## config.mk

```make
export PLATFORM = sky130hd
export DESIGN_NAME = mem_stage
export DESIGN_NICKNAME = d
export VERILOG_FILES = /design/src/rtl/mem_pkg.sv /design/src/rtl/mem_stack_ptr.sv /design/src/rtl/mem_stage.sv
export SDC_FILE = /design/constraint.sdc
export NUM_CORES = 1
export LEC_CHECK = 0
export ABC_CLOCK_PERIOD_IN_PS = 2700
export CAP_MARGIN = 20
export CORE_UTILIZATION = 30
export DETAILED_ROUTE_END_ITERATION = 8
export HOLD_SLACK_MARGIN = 0.06
export PLACE_DENSITY = 0.68
export SETUP_SLACK_MARGIN = 0.15
export SLEW_MARGIN = 10
export SYNTH_ARGS = -nofsm -noshare
export SYNTH_HDL_FRONTEND = slang
export SYNTH_SLANG_ARGS = --single-unit
```

## constraint.sdc

```tcl
create_clock -name clk -period 2.7 [get_ports clk]
set_input_delay 0.27 -clock clk [delete_from_list [all_inputs] [get_ports clk]]
set_output_delay 0.27 -clock clk [all_outputs]
set_load 0.01 [all_outputs]
```

## src/rtl/mem_pkg.sv

```systemverilog
// Shared definitions for the memory-access stage: widths, stack reset value
// and the memory-op encoding carried from EX.
package mem_pkg;

  localparam int DATA_W = 8;
  localparam int ADDR_W = 8;
  localparam int RA_W   = 2;

  localparam logic [ADDR_W-1:0] SP_RESET = 8'hFF;

  typedef enum logic [2:0] {
    MOP_NONE = 3'd0,
    MOP_LDD  = 3'd1,
    MOP_STD  = 3'd2,
    MOP_LDI  = 3'd3,
    MOP_STI  = 3'd4,
    MOP_PUSH = 3'd5,
    MOP_POP  = 3'd6,
    MOP_RSVD = 3'd7
  } mem_op_e;

endpackage

```

## src/rtl/mem_stack_ptr.sv

```systemverilog
// Downward-growing stack pointer with wrap-around and a sticky overflow/underflow flag.
// push/pop arrive already qualified, so the stage must only assert them for an instruction that really executes.
module stack_ptr
  import mem_pkg::*;
#(
  parameter int                ADDR_W   = mem_pkg::ADDR_W,
  parameter logic [ADDR_W-1:0] SP_RESET = mem_pkg::SP_RESET
) (
  input  logic              clk,
  input  logic              rst,
  input  logic              push,
  input  logic              pop,
  output logic [ADDR_W-1:0] sp,
  output logic              stack_err
);

  logic [ADDR_W-1:0] sp_q, sp_d;
  logic              err_q, err_d;

  // NOTE: every signal written here gets a default first, so no path through the block can infer a latch.
  always_comb begin
    sp_d  = sp_q;
    err_d = err_q;
    if (push) begin
      sp_d = sp_q - ADDR_W'(1);
      if (sp_q == '0) err_d = 1'b1;
    end else if (pop) begin
      sp_d = sp_q + ADDR_W'(1);
      if (sp_q == SP_RESET) err_d = 1'b1;
    end
  end

  // NOTE: state flops use non-blocking assignments so every flop samples the values from before the clock edge.
  always_ff @(posedge clk or posedge rst) begin
    if (rst) begin
      sp_q  <= SP_RESET;
      err_q <= 1'b0;
    end else begin
      sp_q  <= sp_d;
      err_q <= err_d;
    end
  end

  assign sp        = sp_q;
  assign stack_err = err_q;

endmodule

```

## src/rtl/mem_stage.sv

```systemverilog
// MEM pipeline stage: decodes the EX memory op, drives the data-memory port,
// owns the stack pointer and registers the MEM/WB bundle.
module mem_stage
  import mem_pkg::*;
#(
  parameter int                DATA_W   = mem_pkg::DATA_W,
  parameter int                ADDR_W   = mem_pkg::ADDR_W,
  parameter int                RA_W     = mem_pkg::RA_W,
  parameter logic [ADDR_W-1:0] SP_RESET = mem_pkg::SP_RESET
) (
  input  logic              clk,
  input  logic              rst,
  input  logic              stall,
  input  logic              flush,
  input  logic              ex_valid,
  input  logic [2:0]        ex_op,
  input  logic [ADDR_W-1:0] ex_addr,
  input  logic [DATA_W-1:0] ex_wdata,
  input  logic [DATA_W-1:0] ex_alu,
  input  logic [RA_W-1:0]   ex_rd,
  input  logic              ex_reg_we,
  output logic              dm_wen,
  output logic              dm_ren,
  output logic [ADDR_W-1:0] dm_addr,
  output logic [DATA_W-1:0] dm_wdata,
  input  logic [DATA_W-1:0] dm_rdata,
  output logic [DATA_W-1:0] fwd_data,
  output logic              wb_valid,
  output logic [RA_W-1:0]   wb_rd,
  output logic              wb_we,
  output logic [DATA_W-1:0] wb_data,
  output logic [ADDR_W-1:0] sp,
  output logic              stack_err
);

  logic go, wr_op, push_op, pop_op;

  logic              wb_valid_q, wb_valid_d;
  logic              wb_we_q, wb_we_d;
  logic [RA_W-1:0]   wb_rd_q, wb_rd_d;
  logic [DATA_W-1:0] wb_data_q, wb_data_d;

  assign go = ex_valid & ~stall & ~flush;

  always_comb begin
    wr_op    = 1'b0;
    push_op  = 1'b0;
    pop_op   = 1'b0;
    dm_ren   = 1'b0;
    dm_addr  = '0;
    dm_wdata = '0;
    fwd_data = ex_alu;
    case (mem_op_e'(ex_op))
      MOP_LDD, MOP_LDI: begin
        dm_ren   = 1'b1;
        dm_addr  = ex_addr;
        fwd_data = dm_rdata;
      end
      MOP_STD, MOP_STI: begin
        wr_op    = 1'b1;
        dm_addr  = ex_addr;
        dm_wdata = ex_wdata;
      end
      MOP_PUSH: begin
        wr_op    = 1'b1;
        push_op  = 1'b1;
        dm_addr  = sp;
        dm_wdata = ex_wdata;
      end
      MOP_POP: begin
        pop_op   = 1'b1;
        dm_ren   = 1'b1;
        dm_addr  = sp + ADDR_W'(1);
        fwd_data = dm_rdata;
      end
      default: ;
    endcase
  end

  // A write in the same cycle as reset assertion is dropped, even though go may be high.
  assign dm_wen = wr_op & go & ~rst;

  stack_ptr #(
    .ADDR_W   (ADDR_W),
    .SP_RESET (SP_RESET)
  ) u_stack_ptr (
    .clk       (clk),
    .rst       (rst),
    .push      (push_op & go),
    .pop       (pop_op & go),
    .sp        (sp),
    .stack_err (stack_err)
  );

  // Flush beats stall; a flushed slot keeps its stale rd/data but never writes back.
  always_comb begin
    wb_valid_d = wb_valid_q;
    wb_we_d    = wb_we_q;
    wb_rd_d    = wb_rd_q;
    wb_data_d  = wb_data_q;
    if (flush) begin
      wb_valid_d = 1'b0;
      wb_we_d    = 1'b0;
    end else if (!stall) begin
      wb_valid_d = ex_valid;
      wb_we_d    = ex_valid & ex_reg_we;
      wb_rd_d    = ex_rd;
      wb_data_d  = fwd_data;
    end
  end

  always_ff @(posedge clk or posedge rst) begin
    if (rst) begin
      wb_valid_q <= 1'b0;
      wb_we_q    <= 1'b0;
      wb_rd_q    <= '0;
      wb_data_q  <= '0;
    end else begin
      wb_valid_q <= wb_valid_d;
      wb_we_q    <= wb_we_d;
      wb_rd_q    <= wb_rd_d;
      wb_data_q  <= wb_data_d;
    end
  end

  assign wb_valid = wb_valid_q;
  assign wb_we    = wb_we_q;
  assign wb_rd    = wb_rd_q;
  assign wb_data  = wb_data_q;

endmodule

```

==> flow_metrics.py, run 1 <==
metrics = {
    "logic_synthesis": {
        "synth-compound-area-share_pct": 17.2,
        "synth_edf_count": 0,
        "synth.area.mux_share_pct": 16.6,
        "yosysUniqueCellTypes": 51,
        "synthSimpleGateAreaFrac_pct": 21.4,
        "syn_avg_cell_area_um2": 9.53,
        "ys_warn_count": 0,
        "synth_top_cell_area_share_pct": 20.3,
        "synth_top_cell_by_area": "dfrtp_1",
        "synth_area_leaders": "dfrtp_1 20%, dfstp_2 13%, mux2_2 13%",
        "ys_seq_area_share_pct": 33.5,
        "synth_fp_nets": 214,
        "yosys_register_bits": 21,
        "async_reset_ff_share_pct": 100,
        "netlist_instances": 168,
        "synth_top_family_by_area": "simple AND/OR/NAND/NOR gates",
        "synth_flop_cell": "dfrtp_1",
        "syn_area_um2": 1600,
        "synth_adder_area_share_pct": 2.35,
        "synth_xor_xnor_area_share_pct": 4.38,
    },
    "clock_network": {
        "hold_buffers": 0,
        "path_clk_slew_ns": 0.07,
        "cts_max_level": 1,
        "ctsLongestPathBuffers": 2,
        "cts_made_buffers": 3,
        "clock_sinks": 21,
        "cts_tree": "built",
        "cts_root_buffer": "clkbuf_8",
        "insertion_delay_ns": 0.25,
    },
    "die": {
        "die_h_um": 75.0,
        "die_x_um": 75.0,
        "rows": 26,
        "dieArea_um2": 5630,
        "coreArea_um2": 5110,
        "num_io_pins": 90,
        "start_util_pct": 31.3,
    },
    "worst_setup_path": {
        "end_kind": "primary output",
        "rrSetupSlack_ns": 1.13,
        "r2r_start": "u_stack_ptr.sp[1]",
        "path_class": "reg -> out",
        "cp.required_ns": 2.43,
        "path_max_fanout": 7,
        "worst_r2r_path_depth": 4,
        "cp.arrival_ns": 2.21,
        "crit_path_start_kind": "flop",
        "reg2reg_to": "u_stack_ptr.sp[5]",
    },
    "detailed_routing": {
        "num_vias": 1719,
        "highest_layer": "met4",
        "route.met3.wl_um": 360,
        "met2_length_mm": 2.40,
        "viasPerCell": 5.07,
        "met1_length_mm": 2.05,
        "drt_iter0_drc": 96,
        "ant_nets": 0,
        "drt_wl_total_mm": 4.84,
        "wl_per_cell_um": 14.3,
        "remaining_drc_errors": 0,
        "dr.pass1.iters": 4,
    },
    "power": {
        "peakVddDrop_uv": 286,
        "p_total_uw": 1320,
        "cellPowerDensity_nw_per_um2": 480,
        "p_leak_uw": 0.00114,
    },
    "global_route": {
        "grt_overflow": 0,
        "antenna_found_initial": 0,
        "grt_max_degree": 22,
        "grt_usage_pct": 16.9,
        "grt_pass1_wl_mm": 7.29,
        "grt_pass1_vias": 1517,
    },
    "layout": {
        "drive_gt1_share_pct": 20.4,
        "antenna_cells": 0,
        "final_common_cell": "clkdlybuf4s50_1",
        "final_cell_area_um2": 2750,
        "finalNetCount": 316,
        "most-common-layout-cells": "86 x clkdlybuf4s50_1, 18 x mux2_2, 16 x buf_4",
        "synthToLayoutAreaGrowth_pct": 71.9,
    },
    "placement": {
        "port_buffers": 89,
        "gp_congestion": 0.896,
        "place_hpwl_mm": 3.66,
        "postPlaceCellArea_um2": 2620,
    },
    "worst_hold_path": {
        "hp-start": "ex_op[1]",
        "min_to": "u_stack_ptr.sp[1]",
        "min_path_type": "in -> reg",
        "holdPathStages": 3,
    },
    "sta": {
        "max_freq_mhz": 403,
        "whs_ns": 0.428,
        "final_hold_viol_count": 0,
        "slew_headroom_pct": 47.5,
        "setup_violations": 0,
        "fin_crit_sh_pct": 92.0,
        "min_period_ns": 2.48,
        "finalMaxSlewViolations": 0,
        "skew_ns": 0.00277,
        "fin_tns_setup_ns": 0,
        "worstMarginPinSlew_ns": 0.787,
        "rsz0062_at_grt": "yes",
    },
    "flow_run": {
        "max_cap_violations": 0,
    },
    "outcome": {
        "outcome": "completed",
    },
}
per-layer routing:
metal | track usage, % | up-vias
li1 | - | 831
met5 | 0 | -
met4 | 2.73 | 0
met2 | 28.2 | 69
met1 | 22.4 | 813
met3 | 4.15 | 6
registers in the layout (all words and copies together), names as in the netlist:
register / flops
wb_valid: 1
u_stack_ptr.stack_err: 1
wb_data: 8
u_stack_ptr.sp: 8
wb_we: 1
wb_rd: 2
synth_stat cells (2+ instances only):
| master | number |
|---|---|
| mux2i_1 | 4 |
| mux2_2 | 18 |
| dfstp_2 | 8 |
| dfrtp_1 | 13 |
| o21ai_0 | 6 |
| nor2_1 | 10 |
| xor2_1 | 2 |
| nor3_1 | 2 |
| a21oi_1 | 3 |
| nor3b_1 | 2 |
| o32ai_1 | 2 |
| inv_1 | 9 |
| nand3_1 | 5 |
| a22oi_1 | 2 |
| and2_1 | 8 |
| nand4b_1 | 2 |
| a31oi_1 | 2 |
| ha_1 | 3 |
| nand2_1 | 4 |
| nand2b_1 | 6 |
| a31o_2 | 2 |
| a32oi_1 | 3 |
| clkbuf_1 | 4 |
| o22ai_1 | 4 |
| and3_1 | 4 |
| xnor2_1 | 6 |
| nor2b_1 | 5 |
| a211oi_1 | 2 |
| buf_2 | 5 |
report_power, final:
group / switching [µW] / total, µW / internal [µW]
logic: 276 / 668 / 392
registers: 63.5 / 455 / 391
clock network: 94.0 / 199 / 105
critical path: stages (launching register included):
cell             delay, ns
dfstp_2               0.62
and3_1                0.28
a31oi_1               0.11
o211a_1               0.22
a211o_1               0.26
clkdlybuf4s50_1       0.48
area by class of cell:
| cell class | count | area (µm²) |
|---|---|---|
| Fill cell | 493 | 2360 |
| Multi-Input combinational cell | 130 | 1030 |
| Timing Repair Buffer | 105 | 1020 |
| Sequential cell | 21 | 536 |
| Tap cell | 70 | 87.6 |
| Clock buffer | 4 | 45.0 |
| Inverter | 9 | 33.8 |
how the worst max path moves through the flow:
stage	startpoint	to	slack (ns)	depth (start not counted)
finish	u_stack_ptr.sp[1]	dm_addr[5]	0.22	5
global route	u_stack_ptr.sp[1]	dm_addr[5]	0.13	5
CTS	ex_op[1]	fwd_data[5]	0.13	5
detailed placement	ex_op[1]	fwd_data[5]	0.14	5
global placement	ex_op[1]	fwd_data[3]	0.17	5
floorplan	u_stack_ptr.sp[3]	dm_addr[6]	0.90	4
cell families after synthesis:
family | Yosys count
AO/OA/AOI/OAI | 38
multiplexers | 23
flip-flops | 21
XOR/XNOR | 8
AND/OR/NAND/NOR | 57
buffers and inverters | 18
adder cells (fa/ha/maj) | 3
what timing repair did:
| item | in CTS | in global routing |
|---|---|---|
| cloned | 0 | 1 |
| setup buffers | 5 | 0 |
| endpoints found under the setup margin | 10 | 15 |
| resized for setup | 1 | 7 |
through the flow:
step | setup WS [ns] | cells | utilization [%]
floorplan | 0.896 | 168 | -
global placement | 0.175 | 329 | 51.3
detailed placement | 0.137 | 329 | 51.3
CTS | 0.128 | 338 | 53.0
global route | 0.134 | 339 | 53.9
finish | 0.216 | 339 | 53.9
(Power assumes the default switching activity.)
==> inputs of run 2 (changes only) <==
Settings changed: CORE_ASPECT_RATIO from default to 1.1, MAX_ROUTING_LAYER from default to met4.
==> run 2 against run 1 <==
  * Global-route usage rose by 0.46 points
  * Setup slack gained 0.042 ns
  * Cell count shrank 3.5%
  * Sequential cell count stayed put
  * Worst hold slack improved by 0.060 ns
  * Combinational power shrank 3%
  * Clock power hardly changed
  * Via count down 4.7%
==> flow_metrics.py, run 2 (synthesis results as in run 1) <==
metrics = {
    "clock_network": {
        "clock_sinks": 21,
        "cts_max_level": 1,
        "ctsLongestPathBuffers": 2,
        "insertion_delay_ns": 0.26,
        "path_clk_slew_ns": 0.08,
        "cts_made_buffers": 3,
        "cts_root_buffer": "clkbuf_8",
        "cts_tree": "built",
    },
    "global_route": {
        "grt_pass1_wl_mm": 7.59,
        "grt_usage_pct": 17.3,
        "grt_pass1_vias": 1607,
        "antenna_found_initial": 0,
        "grt_max_degree": 22,
        "grt_overflow": 0,
    },
    "power": {
        "p_leak_uw": 0.00112,
        "peakVddDrop_uv": 239,
        "cellPowerDensity_nw_per_um2": 483,
    },
    "sta": {
        "skew_ns": 0.00466,
        "min_period_ns": 2.44,
        "setup_violations": 0,
        "slew_headroom_pct": 48.4,
        "rsz0062_at_grt": "yes",
        "setup_slack_ns": 0.258,
        "fin_crit_sh_pct": 90.5,
        "max_freq_mhz": 409,
        "whs_ns": 0.488,
        "finalMaxSlewViolations": 0,
        "fin_tns_setup_ns": 0,
        "worstMarginPinSlew_ns": 0.772,
        "final_hold_viol_count": 0,
    },
    "worst_hold_path": {
        "min_path_type": "in -> async",
    },
    "detailed_routing": {
        "num_vias": 1638,
        "remaining_drc_errors": 0,
        "drt_iter0_drc": 55,
        "viasPerCell": 5.01,
        "wl_per_cell_um": 14.4,
        "drt_wl_total_mm": 4.70,
        "ant_nets": 0,
        "dr.pass1.iters": 4,
    },
    "layout": {
        "multi_input_area_um2": 1020,
        "antenna_cells": 0,
        "final_common_cell": "clkdlybuf4s50_1",
        "drive_gt1_share_pct": 20.1,
        "synthToLayoutAreaGrowth_pct": 70.0,
        "fin_util_pct": 53.7,
        "most-common-layout-cells": "85 x clkdlybuf4s50_1, 18 x mux2_2, 16 x buf_4",
        "fillers": 479,
        "regArea_um2": 536,
        "finalNetCount": 316,
    },
    "worst_setup_path": {
        "path_class": "reg -> out",
        "crit_path_start_kind": "flop",
        "crit_chain": "and3_2, a31oi_1, o211a_1, a211o_1, clkdlybuf4s50_1",
        "crit_slowest_cell": "dfstp_2",
        "cp.required_ns": 2.43,
        "cp.arrival_ns": 2.17,
        "crit_family": "flip-flops",
        "end_kind": "primary output",
        "cp_slowest_stage_delay_ns": 0.60,
        "path_max_fanout": 7,
        "rrSetupSlack_ns": 1.11,
        "crit_buf_inv": 1,
    },
    "placement": {
        "gp_congestion": 0.883,
        "place_hpwl_mm": 3.67,
        "place_ws_ns": 0.0575,
        "port_buffers": 89,
    },
    "flow_run": {
        "max_cap_violations": 0,
    },
    "die": {
        "die_h_um": 78.6,
        "start_util_pct": 31.6,
        "dieArea_um2": 5630,
        "rows": 27,
        "num_io_pins": 90,
        "die_x_um": 71.6,
        "coreArea_um2": 5070,
    },
    "outcome": {
        "outcome": "completed",
    },
}
## run 2: cell types whose count changed in the layout (fill, tap and decap cells not counted), sizes merged
cell,previous run,this run
clkdlybuf4s50,86,85
dlygate4sd2,0,3
dlymetal6s2s,3,1
## run 2: path summary, 6_finish.rpt
path                                       start                    end  cells after the start
max in group asynchronous                    rst             wb_data[7]                      2
min in group clk           u_stack_ptr.stack_err  u_stack_ptr.stack_err                      1
max                            u_stack_ptr.sp[2]             dm_addr[5]                      5
min reg2reg                u_stack_ptr.stack_err  u_stack_ptr.stack_err                      1
min                                          rst             wb_data[2]                      2
max reg2reg                    u_stack_ptr.sp[0]      u_stack_ptr.sp[1]                      4
## run 2: layout make-up
cell class,instances,share of cell area [%]
inverter,9,1.24
sequential,21,19.7
tap,58,2.67
clock buffer,4,1.66
timing repair buffer,105,37.1
multi-input combinational,130,37.6
## run 2: layer usage
layer	share of wire (%)	wire length, µm	GRT usage, %
met5	0	0	-
met4	0.38	18	4.12
met3	7.8	368	2.82
met2	46	2150	28.7
met1	46	2160	22.0
## run 2: worst register-to-register path, cell delays in order, from the launching register on
cell,delay (ns)
dfstp_2,0.59
buf_4,0.14
inv_1,0.05
ha_1,0.32
o311ai_0,0.37
## run 2: power breakdown
| group | switching (µW) | total (µW) | internal, µW |
|---|---|---|---|
| Combinational | 259 | 648 | 390 |
| Sequential | 71.2 | 463 | 392 |
| Clock | 96.9 | 202 | 105 |
| Total | 427 | 1310 | 886 |
## run 2: through the flow
stage | power (µW) | area, µm² | instances
2_1_floorplan | 736 | 1600 | 168
3_3_place_gp | 1040 | 2600 | 316
3_5_place_dp | 1050 | 2600 | 316
4_1_cts | 1280 | 2680 | 323
5_1_grt | 1400 | 2720 | 327
6_report | 1310 | 2720 | 327
## run 2: repair_timing
item | 4_1_cts | 5_1_grt
resized for setup | 6 | 2
gates cloned | 1 | 0
endpoints found under the setup margin | 14 | 4
buffers inserted | 2 | 4
hold buffers | 0 | 0
==> inputs of run 3 (changes only) <==
--- a/config.mk
+++ b/config.mk
@@ -20 +20,2 @@
 export SYNTH_SLANG_ARGS = --single-unit
+export TNS_END_PERCENT = 1
==> constraint.sdc (replaced) <==
create_clock -name clk -period 2.7 [get_ports clk]
set_input_delay 0.405 -clock clk [delete_from_list [all_inputs] [get_ports clk]]
set_output_delay 0.405 -clock clk [all_outputs]
set_load 0.01 [all_outputs]
==> run 3 against run 2 <==
  * Cell count increased by 2.8%
  * Global-route usage increased by 1.3 points
  * Count of clock-buffer cells in the layout unchanged
  * Die area unchanged
  * Sequential power decreased by 0.9%
  * First-iteration DRC count decreased by 3.6%
  * Clock power about the same
  * Combinational power increased by 3.5%
  * Via count increased by 5.0%
  * Critical path depth increased by 1
  * Register-to-register slack got worse by 0.02 ns
  * Critical path type unchanged
  * Largest power group unchanged
==> flow_metrics.py, run 3 (synthesis results as in run 1) <==
metrics = {
    "sta": {
        "min_period_ns": 2.59,
        "slew_headroom_pct": 48.4,
        "finalMaxSlewViolations": 0,
        "rsz0062_at_grt": "yes",
        "max_freq_mhz": 386,
        "final_hold_viol_count": 0,
        "setup_violations": 0,
        "setup_slack_ns": 0.112,
        "skew_ns": 0.00263,
        "fin_crit_sh_pct": 95.8,
        "worstMarginPinSlew_ns": 0.773,
    },
    "global_route": {
        "grt_max_degree": 22,
        "grt_usage_pct": 18.6,
        "grt_pass1_wl_mm": 8.11,
        "grt_overflow": 0,
        "antenna_found_initial": 0,
        "grt_pass1_vias": 1629,
    },
    "worst_setup_path": {
        "startpoint": "u_stack_ptr.sp[0]",
        "rrSetupSlack_ns": 1.09,
        "worst_r2r_path_depth": 4,
        "cp.arrival_ns": 2.18,
        "end_kind": "primary output",
        "path_class": "reg -> out",
        "cp.required_ns": 2.30,
        "r2r_start": "u_stack_ptr.sp[0]",
        "crit_path_start_kind": "flop",
        "path_max_fanout": 4,
    },
    "clock_network": {
        "cts_root_buffer": "clkbuf_8",
        "clock_sinks": 21,
        "ctsLongestPathBuffers": 2,
        "insertion_delay_ns": 0.25,
        "cts_max_level": 1,
        "path_clk_slew_ns": 0.08,
        "cts_made_buffers": 3,
        "cts_tree": "built",
    },
    "die": {
        "coreArea_um2": 5070,
        "dieArea_um2": 5630,
        "die_h_um": 78.6,
        "rows": 27,
        "die_x_um": 71.6,
        "num_io_pins": 90,
        "start_util_pct": 31.6,
    },
    "power": {
        "peakVddDrop_uv": 200,
        "p_leak_uw": 0.00117,
        "cellPowerDensity_nw_per_um2": 478,
    },
    "layout": {
        "synthToLayoutAreaGrowth_pct": 74.4,
        "fin_util_pct": 55.1,
        "most-common-layout-cells": "84 x clkdlybuf4s50_1, 25 x buf_4, 18 x mux2_2",
        "final_common_cell": "clkdlybuf4s50_1",
        "antenna_cells": 0,
        "finalNetCount": 325,
        "drive_gt1_share_pct": 22.7,
    },
    "worst_hold_path": {
        "holdPathStages": 1,
        "hp-start": "u_stack_ptr.stack_err",
        "min_path_type": "reg -> reg",
    },
    "placement": {
        "place_ws_ns": -0.138,
        "port_buffers": 89,
        "place_hpwl_mm": 3.95,
        "gp_congestion": 0.896,
    },
    "detailed_routing": {
        "remaining_drc_errors": 0,
        "ant_nets": 0,
        "wl_per_cell_um": 15.1,
        "viasPerCell": 5.12,
        "drt_wl_total_mm": 5.08,
        "drt_iter0_drc": 53,
        "num_vias": 1720,
        "dr.pass1.iters": 4,
    },
    "outcome": {
        "outcome": "completed",
    },
    "flow_run": {
        "max_cap_violations": 0,
    },
}
==> run 3: cell types whose count changed in the layout (fill, tap and decap cells not counted) <==
cell	delta
and3_2	-1
and3_4	+1
buf_4	+9
clkdlybuf4s50_1	-1
dlygate4sd2_1	+1
==> run 3: final timing paths <==
| kind | to |
|---|---|
| max | dm_addr[1] |
| min | u_stack_ptr.stack_err |
| max reg2reg | u_stack_ptr.sp[1] |
| min reg2reg | u_stack_ptr.stack_err |
| max in group asynchronous | u_stack_ptr.stack_err |
| min in group asynchronous | wb_data[7] |
==> run 3: timing repair <==
item | 4_1_cts | 5_1_grt
buffers inserted | 5 | 0
cloned | 1 | 0
hold buffers | 0 | 0
endpoints found under the setup margin | 25 | 22
pin swaps | 0 | 0
gates resized for setup | 9 | 1
==> run 3: critical path: stages (launching register included) <==
cell	delay [ns]
dfstp_2	0.62
buf_4	0.14
inv_1	0.05
ha_1	0.31
a31oi_1	0.09
o22ai_1	0.16
clkdlybuf4s50_1	0.56
==> run 3: final cells by class <==
class                      count  area (µm²)
timing repair buffer         114        1080
inverter                       9        33.8
fill                         476        2280
sequential                    21         536
clock buffer                   4        45.0
tap                           58        72.6
multi-input combinational    130        1030
==> run 3: routing by layer <==
layer  vias up  global-route usage (%)  wire length [µm]  share of wire (%)
met3         4                    2.57               355                7.0
met4         0                    4.12                40               0.79
li1        843                       -                 -                  -
met5         -                       -                 0                  0
met1       800                    23.3              2220                 44
met2        73                    31.7              2460                 48
==> run 3: where the power goes <==
part / switching (µW) / total [µW] / internal [µW]
sequential: 68.0 / 459 / 391
combinational: 277 / 671 / 393
clock: 97.6 / 202 / 105
==> run 3: metrics by stage <==
stage          power, µW  std cells  setup TNS, ns  area, µm²  hold WS, ns
3_3_place_gp        1050        326          -1.11       2670        0.460
4_1_cts             1330        336              0       2790        0.485
3_5_place_dp        1060        326          -1.63       2670        0.468
2_1_floorplan        736        168              0       1600        0.376
6_report            1330        336              0       2790        0.481
5_1_grt             1410        336              0       2790        0.495
